==> config.mk <==
export PLATFORM = sky130hd
export DESIGN_NAME = eight_bit_down_timer_flat
export DESIGN_NICKNAME = d
export VERILOG_FILES = /design/src/rtl/eight_bit_down_timer_if.sv /design/src/rtl/eight_bit_down_timer.sv /design/src/flat_wrapper.sv
export SDC_FILE = /design/constraint.sdc
export NUM_CORES = 1
export LEC_CHECK = 0
export CORE_MARGIN = 4
export CORE_UTILIZATION = 45
export CTS_CLUSTER_SIZE = 16
export DETAILED_ROUTE_END_ITERATION = 8
export GPL_TIMING_DRIVEN = 0
export PLACE_DENSITY = 0.65
export SYNTH_ARGS = -nofsm -noshare
export SYNTH_HDL_FRONTEND = slang
export SYNTH_SLANG_ARGS = --single-unit
==> constraint.sdc <==
create_clock -name clk -period 2.4 [get_ports clk]
set_input_delay 0.24 -clock clk [delete_from_list [all_inputs] [get_ports clk]]
set_output_delay 0.24 -clock clk [all_outputs]
set_load 0.01 [all_outputs]
==> src/rtl/eight_bit_down_timer_if.sv <==
// Control/status bundle for the eight-bit down timer.
// Master drives switches and buttons, slave returns count and status.
interface eight_bit_down_timer_if #(
  parameter int WIDTH = 8
);
  logic [WIDTH-1:0] load_value;
  logic             preset_btn;
  logic             start_btn;
  logic             pause_btn;
  logic [WIDTH-1:0] count;
  logic             running;
  logic             done;

  modport master (
    output load_value,
    output preset_btn,
    output start_btn,
    output pause_btn,
    input  count,
    input  running,
    input  done
  );

  modport slave (
    input  load_value,
    input  preset_btn,
    input  start_btn,
    input  pause_btn,
    output count,
    output running,
    output done
  );
endinterface

==> src/rtl/eight_bit_down_timer.sv <==
// Prescaled 8-bit countdown timer with start, pause/resume,
// level preset and a sticky done flag.
module eight_bit_down_timer #(
  parameter int TICK_DIV = 100000000,
  parameter int WIDTH    = 8
) (
  input  logic                 clk,
  input  logic                 reset_btn,
  eight_bit_down_timer_if.slave tmr
);

  localparam int PW = (TICK_DIV > 1) ? $clog2(TICK_DIV) : 1;
  localparam logic [PW-1:0] P_LAST = PW'(TICK_DIV - 1);

  localparam logic [1:0] S_IDLE  = 2'd0;
  localparam logic [1:0] S_RUN   = 2'd1;
  localparam logic [1:0] S_PAUSE = 2'd2;
  localparam logic [1:0] S_DONE  = 2'd3;

  logic [1:0]       state_q, state_d;
  logic [WIDTH-1:0] count_q, count_d;
  logic [PW-1:0]    presc_q, presc_d;
  logic             start_prev_q, start_prev_d;
  logic             pause_prev_q, pause_prev_d;
  logic             running_q, running_d;
  logic             done_q, done_d;

  logic start_edge;
  logic pause_edge;
  logic tick;
  logic is_zero;
  logic at_one;

  assign start_edge = tmr.start_btn & ~start_prev_q;
  assign pause_edge = tmr.pause_btn & ~pause_prev_q;
  assign tick       = (state_q == S_RUN) && (presc_q == P_LAST);
  assign is_zero    = (count_q == '0);
  assign at_one     = (count_q == WIDTH'(1));

  always_comb begin
    state_d      = state_q;
    count_d      = count_q;
    presc_d      = presc_q;
    start_prev_d = tmr.start_btn;
    pause_prev_d = tmr.pause_btn;
    if (tmr.preset_btn) begin
      count_d = tmr.load_value;
      state_d = S_IDLE;
      presc_d = '0;
    end else begin
      case (state_q)
        S_IDLE: begin
          if (start_edge) begin
            if (is_zero) begin
              state_d = S_DONE;
            end else begin
              state_d = S_RUN;
              presc_d = '0;
            end
          end
        end
        S_RUN: begin
          if (tick) begin
            presc_d = '0;
            if (!is_zero) count_d = count_q - 1'b1;
            // reaching zero outranks a coincident pause
            if (at_one || is_zero) state_d = S_DONE;
            else if (pause_edge) state_d = S_PAUSE;
          end else begin
            presc_d = presc_q + 1'b1;
            if (pause_edge) state_d = S_PAUSE;
          end
        end
        S_PAUSE: begin
          if (start_edge) state_d = S_RUN;
        end
        S_DONE: begin
          count_d = '0;
        end
        default: begin
          state_d = S_IDLE;
        end
      endcase
    end
    running_d = (state_d == S_RUN);
    done_d    = (state_d == S_DONE);
  end

  // prev regs reset high so a button held through reset is not a press
  always_ff @(posedge clk or negedge reset_btn) begin
    if (!reset_btn) begin
      state_q      <= S_IDLE;
      count_q      <= '0;
      presc_q      <= '0;
      start_prev_q <= 1'b1;
      pause_prev_q <= 1'b1;
      running_q    <= 1'b0;
      done_q       <= 1'b0;
    end else begin
      state_q      <= state_d;
      count_q      <= count_d;
      presc_q      <= presc_d;
      start_prev_q <= start_prev_d;
      pause_prev_q <= pause_prev_d;
      running_q    <= running_d;
      done_q       <= done_d;
    end
  end

  assign tmr.count   = count_q;
  assign tmr.running = running_q;
  assign tmr.done    = done_q;

endmodule

==> src/flat_wrapper.sv <==
// flat-port wrapper written by rule: the top's interface ports become plain ports
module eight_bit_down_timer_flat 
#(
  parameter int TICK_DIV = 100000000,
  parameter int WIDTH    = 8
)
  (clk, reset_btn, tmr_load_value, tmr_preset_btn, tmr_start_btn, tmr_pause_btn, tmr_count, tmr_running, tmr_done);
  eight_bit_down_timer_if #(.WIDTH(WIDTH)) tmr_i ();
  input  logic clk;
  input  logic reset_btn;
  input wire logic [$bits(tmr_i.load_value)-1:0] tmr_load_value;
  input wire logic [$bits(tmr_i.preset_btn)-1:0] tmr_preset_btn;
  input wire logic [$bits(tmr_i.start_btn)-1:0] tmr_start_btn;
  input wire logic [$bits(tmr_i.pause_btn)-1:0] tmr_pause_btn;
  output wire logic [$bits(tmr_i.count)-1:0] tmr_count;
  output wire logic [$bits(tmr_i.running)-1:0] tmr_running;
  output wire logic [$bits(tmr_i.done)-1:0] tmr_done;
  assign tmr_i.load_value = tmr_load_value;
  assign tmr_i.preset_btn = tmr_preset_btn;
  assign tmr_i.start_btn = tmr_start_btn;
  assign tmr_i.pause_btn = tmr_pause_btn;
  assign tmr_count = tmr_i.count;
  assign tmr_running = tmr_i.running;
  assign tmr_done = tmr_i.done;
  eight_bit_down_timer #(.TICK_DIV(TICK_DIV), .WIDTH(WIDTH)) u_core (.clk(clk), .reset_btn(reset_btn), .tmr(tmr_i));
endmodule
# == After elaboration in Yosys (flattened, before gate mapping) ==
# Index checks and enable logic that the tools add are counted.
# Widths: inputs -> output; s select.
# word_totals
register_bits,41
inputBits,13
output_inout_bits,10
wordCells,49
# op_classes
n_addsub,2
n_eq_ne,11
n_mux,17
bitwise,4
reduce_logical,8
# op_table
operator,n
$mux 27,4
$pmux 27 s2,1
$add 27x1->27 const B,1
$eq 27x27->1 const B,1
$mux 8,3
$pmux 8 s2,1
$mux 2,7
$eq 8x1->1 const B,1
$logic_not 8->1,1
$sub 8x1->8 const B,1
$eq 2x2->1 const B,3
$ne 3x2->1 const B,2
$ne 3x3->1 const B,2
$pmux 2 s3,1
$reduce_and 3->1,2
$reduce_bool 3->1,2
$eq 2x1->1 const B,2
$and 1x1->1,2
$logic_not 2->1,1
$not 1->1,2
$logic_and 1x1->1,1
$logic_or 1x1->1,1

# == Longest topological paths before layout ==
# logic_depth
word_depth,8
depth_mapped,10
mapped_depth_nobuf,7

# == Worst setup path after synthesis ==
# No wires, ideal clock.
# synth_timing
path_kind,reg2reg
startpoint,"register u_core.count_q[0], in the netlist u_core.tmr.count[0]"
endpoint,register u_core.presc_q[15]
setup_time_ns,0.077
t_arrival_ns,2.122
required_time_ns,2.323
slack_ns,0.200
stages_incl_launch_ff,10
n_path_buf,2
period_less_slack_ns,2.200
path_cell_list,dfrtp_1 inv_1 ha_1 nor3b_1 a21o_1 buf_6 a211o_1 buf_6 or3_1 a21oi_1
# synth_via
elab_chain_len,3
# synth_lines
item,line,source
"start, declared",eight_bit_down_timer.sv:21,"logic [WIDTH-1:0] count_q, count_d;"
"start signal, assigned",eight_bit_down_timer.sv:101,count_q <= count_d;
$logic_not 8->1,eight_bit_down_timer.sv:37,assign is_zero = (count_q == '0);
$ne 3x3->1 (no source line),-,
$reduce_and 3->1 (no source line),-,
"end signal, assigned",eight_bit_down_timer.sv:102,presc_q <= presc_d;
"end, declared",eight_bit_down_timer.sv:22,"logic [PW-1:0] presc_q, presc_d;"
# Every way passes these cells.
# A chain may end at the register's enable or synchronous reset.

# == Worst setup path after layout ==
# layout_timing
startpoint,"register u_core.count_q[1], in the netlist u_core.tmr.count[1]"
endpoint,register u_core.presc_q[25]
# The elaborated chain is that of the path after synthesis.

==> metrics.md <==
| Metric | Value |
|---|---|
| R2R setup slack | `roughly 0.12 ns` |
| Reg-to-Reg End | `u_core.presc_q[25]$_DFFE_PN0P_` |
| # port buffers | `22` |
| First-pass GRT wire length | `between 9000 and 10000 um` |
| Final worst-path cycle share | `0.951` |
| Worst hold path type | `input pin to asynchronous set/reset pin` |
| Die area | `6610 um2` |
| CP Cell Sequence | `inv_1 > ha_1 > nor3b_2 > a21o_1 > buf_6 > a211o_4 > or4_1 > a21oi_1` |
| Critical path endpoint category | `register` |
| Die Ht | `about 81 um` |
| Final Cell Area | `between 2000 and 3000 um2` |
| Clock Sink Count | `just over 40` |
| Worst-case reg-to-reg path depth | `8` |
| Synth Net Count | `~290` |
| Stages on worst setup path | `8` |
| Vias post-DR | `about 2.2k` |
| Crit Path Category | `register to register` |
| Fin. Hold Viols | `0` |
| Seq/Total Area, Yosys | `0.425` |
| Most frequent cells after synthesis | `dfrtp_1, a21oi_1, nand2_1` |
| Distinct cells, synth | `52` |
| Worst slew pin tran | `0.778 ns` |
| Cell family with most CP delay | `compound AO/OA/AOI/OAI gates` |
| Area growth syn-to-layout | `20.2%` |
| CTS tree | `built` |
| Total wire length | `5750 um` |
| Avg WL per Cell | `about 15 um` |
| Dominant synthesized flop cell | `dfrtp_1` |
| Synthesized instance count | `~270` |
| EDFF count, synth | `0` |
| Largest net degree at the start of global routing | `32` |
| PnR worst setup slack | `about 0.12 ns` |
| Layout cells sized above 1 | `0.126` |
| Largest cells by area after synthesis | `dfrtp_1, a21oi_1, nand4_1` |
| Root buffer cell | `clkbuf_8` |
| Total power | `1.55 mW` |
| Avg Cell Area, Syn | `about 9 um2` |
| Die W | `81.3 um` |
| Residual DRC | `0` |
| Post-route ant nets | `0` |
| Final worst path period need | `between 2 and 2.5 ns` |
| Cts bufs inserted | `5` |
| Number of global-route vias before repair | `2094` |
| Nature of the critical path startpoint | `register` |
| RSZ-0062 raised after global routing | `no` |
| Place WS | `-0.111 ns` |
| Most common cell in the netlist | `dfrtp_1` |
| Initial antenna violation count | `0` |
| Yosys warnings | `0` |
| Peak supply drop | `between 0.3 and 0.4 mV` |
| Final setup skew | `around 0.011 ns` |
| Gr ovfl total | `0` |
| #FFs+latches synth | `41` |
| Area share of the leading cell type in the synthesized netlist | `0.404` |
| Clock latency on the worst-skew pair | `between 0.3 and 0.4 ns` |
| Reg clk slew, reported paths | `roughly 0.090 ns` |
| Sum Neg Setup Slack | `0 ns` |
| # nets final | `roughly 320` |
| Biggest cell delay along the critical path | `0.49 ns` |
| Filler instances | `slightly below 500` |
| DR iter-0 viols | `115` |
| DP Wirelength | `approximately 4000 um` |
| Slew HR | `0.477` |
| Area leader, netlist | `dfrtp_1` |
| Ys async rst share | `1.00` |
| WP data arrival | `about 2.5 ns` |
| GP Congestion | `0.777` |
| Pre-Repair DR Iteration Count | `4` |
| Max cap viols | `0` |
| Core Footprint | `slightly above 5000 um2` |
| Worst Path Buf+Inv | `2` |
| Diodes inserted | `0` |
| Highest clock rate | `around 0.44 GHz` |
| Cell Area, Synth | `about 2400 um2` |
| FF-to-FF Start | `u_core.tmr.count[1]$_DFFE_PN0P_` |
| Data required time of the worst path | `about 2.6 ns` |
| DP Area | `roughly 2700 um2` |
| Status | `complete, no violations` |
| PD cells | `534 nW/um2` |
| P_leak | `around 1.1 nW` |
| Final setup fails | `0` |
| Slew Limit Fails | `0` |
| H-Tree Depth | `2` |
| I/O pin count | `23` |
| Max Buffers Root-to-Sink | `2` |
| Row cnt | `26` |
| Largest fanout on the critical path | `10` |
| Slowest CP cell | `or4_1` |
| Post-DR vias/cell | `around 5.9` |
| Starting Density | `0.468` |
| Gr usage total | `0.193` |
-- area by class of cell --
| class | instances | area, um2 | area share |
|---|---|---|---|
| Buffer | 13 | 82.6 | 0.0284 |
| Multi-Input combinational cell | 206 | 1330 | 0.457 |
| Tap cell | 70 | 87.6 | 0.0301 |
| Inverter | 8 | 30.0 | 0.0103 |
| Clock inverter | 3 | 17.5 | 0.00603 |
| Sequential cell | 41 | 1030 | 0.355 |
| Timing Repair Buffer | 26 | 260 | 0.0895 |
| Clock buffer | 5 | 68.8 | 0.0237 |
-- cell families after synthesis --
| group | synth area share |
|---|---|
| fa+ha+maj | 0.0207 |
| flops | 0.425 |
| buf+inv | 0.0460 |
| simple gates | 0.306 |
| mux | 0.00828 |
| compound gates | 0.168 |
| xor+xnor | 0.0253 |
-- state kept, by name, summed over array words and instances (netlist names) --
signal	cells
u_core.pause_prev_q	1
u_core.start_prev_q	1
u_core.tmr.done	1
u_core.tmr.running	1
u_core.state_q	2
u_core.tmr.count	8
u_core.presc_q	27
-- layout by cell type (no fill, tap or decap), types with 2 or more instances in the layout --
cell type	count
a211oi_1	4
a21o_1	4
a21oi_1	24
a2bb2oi_1	2
and2_1	3
and3_1	9
and4_1	2
buf_2	3
buf_4	4
buf_6	3
clkbuf_1	4
clkbuf_8	5
clkdlybuf4s50_1	21
clkinv_2	2
dfrtp_1	37
dfrtp_2	2
dfstp_2	2
ha_1	4
inv_1	8
mux2i_1	2
nand2_1	21
nand2b_1	3
nand3_1	16
nand3b_1	2
nand4_1	13
nor2_1	16
nor3_1	2
nor3b_1	4
nor4_1	4
nor4_2	2
nor4_4	2
o21ai_0	14
o31ai_1	6
or3_1	12
or4_1	7
xnor2_1	5
xor2_1	2
-- worst max-delay path by stage --
stage	slack (ns)	start	to
2_1_floorplan	0.20	u_core.tmr.count[0]$_DFFE_PN0P_	u_core.presc_q[15]$_DFFE_PN0P_
3_3_place_gp	-0.09	tmr_start_btn	u_core.presc_q[19]$_DFFE_PN0P_
3_5_place_dp	-0.11	tmr_start_btn	u_core.presc_q[23]$_DFFE_PN0P_
4_1_cts	0.0008	u_core.presc_q[12]$_DFFE_PN0P_	u_core.presc_q[23]$_DFFE_PN0P_
5_1_grt	0.0001	u_core.presc_q[0]$_DFFE_PN0P_	u_core.presc_q[23]$_DFFE_PN0P_
6_report	0.12	u_core.tmr.count[1]$_DFFE_PN0P_	u_core.presc_q[25]$_DFFE_PN0P_
-- routing by layer --
layer	share of wire	up-vias	routed length [um]	global-route usage
met5	0	-	0	0
met4	0.0052	0	30	0.0439
met3	0.042	2	239	0.0499
met2	0.46	44	2640	0.304
met1	0.49	1055	2840	0.265
li1	-	1076	-	-
-- metrics by stage --
step	utilization	instances	hold slack [ns]
final	0.562	372	0.334
after global routing	0.562	372	0.360
after CTS	0.550	370	0.348
after detailed placement	0.530	361	0.142
after global placement	0.527	360	0.497
after floorplan	-	268	-0.0556
-- power by group --
group	internal (mW)	total (mW)	leakage [nW]	switching [mW]
clock network	0.201	0.468	0.0439	0.267
logic	0.155	0.312	0.535	0.157
registers	0.723	0.771	0.552	0.0477
total	1.08	1.55	1.13	0.472
-- what timing repair did --
item | CTS | global route
endpoints found under the setup margin | 2 | 24
resized for setup | 2 | 9
endpoints found under the hold margin | 10 | 0
buffers inserted | 0 | 2
cloned | 0 | 0
hold buffers | 1 | 0
Power figures use the tool's default switching activity.
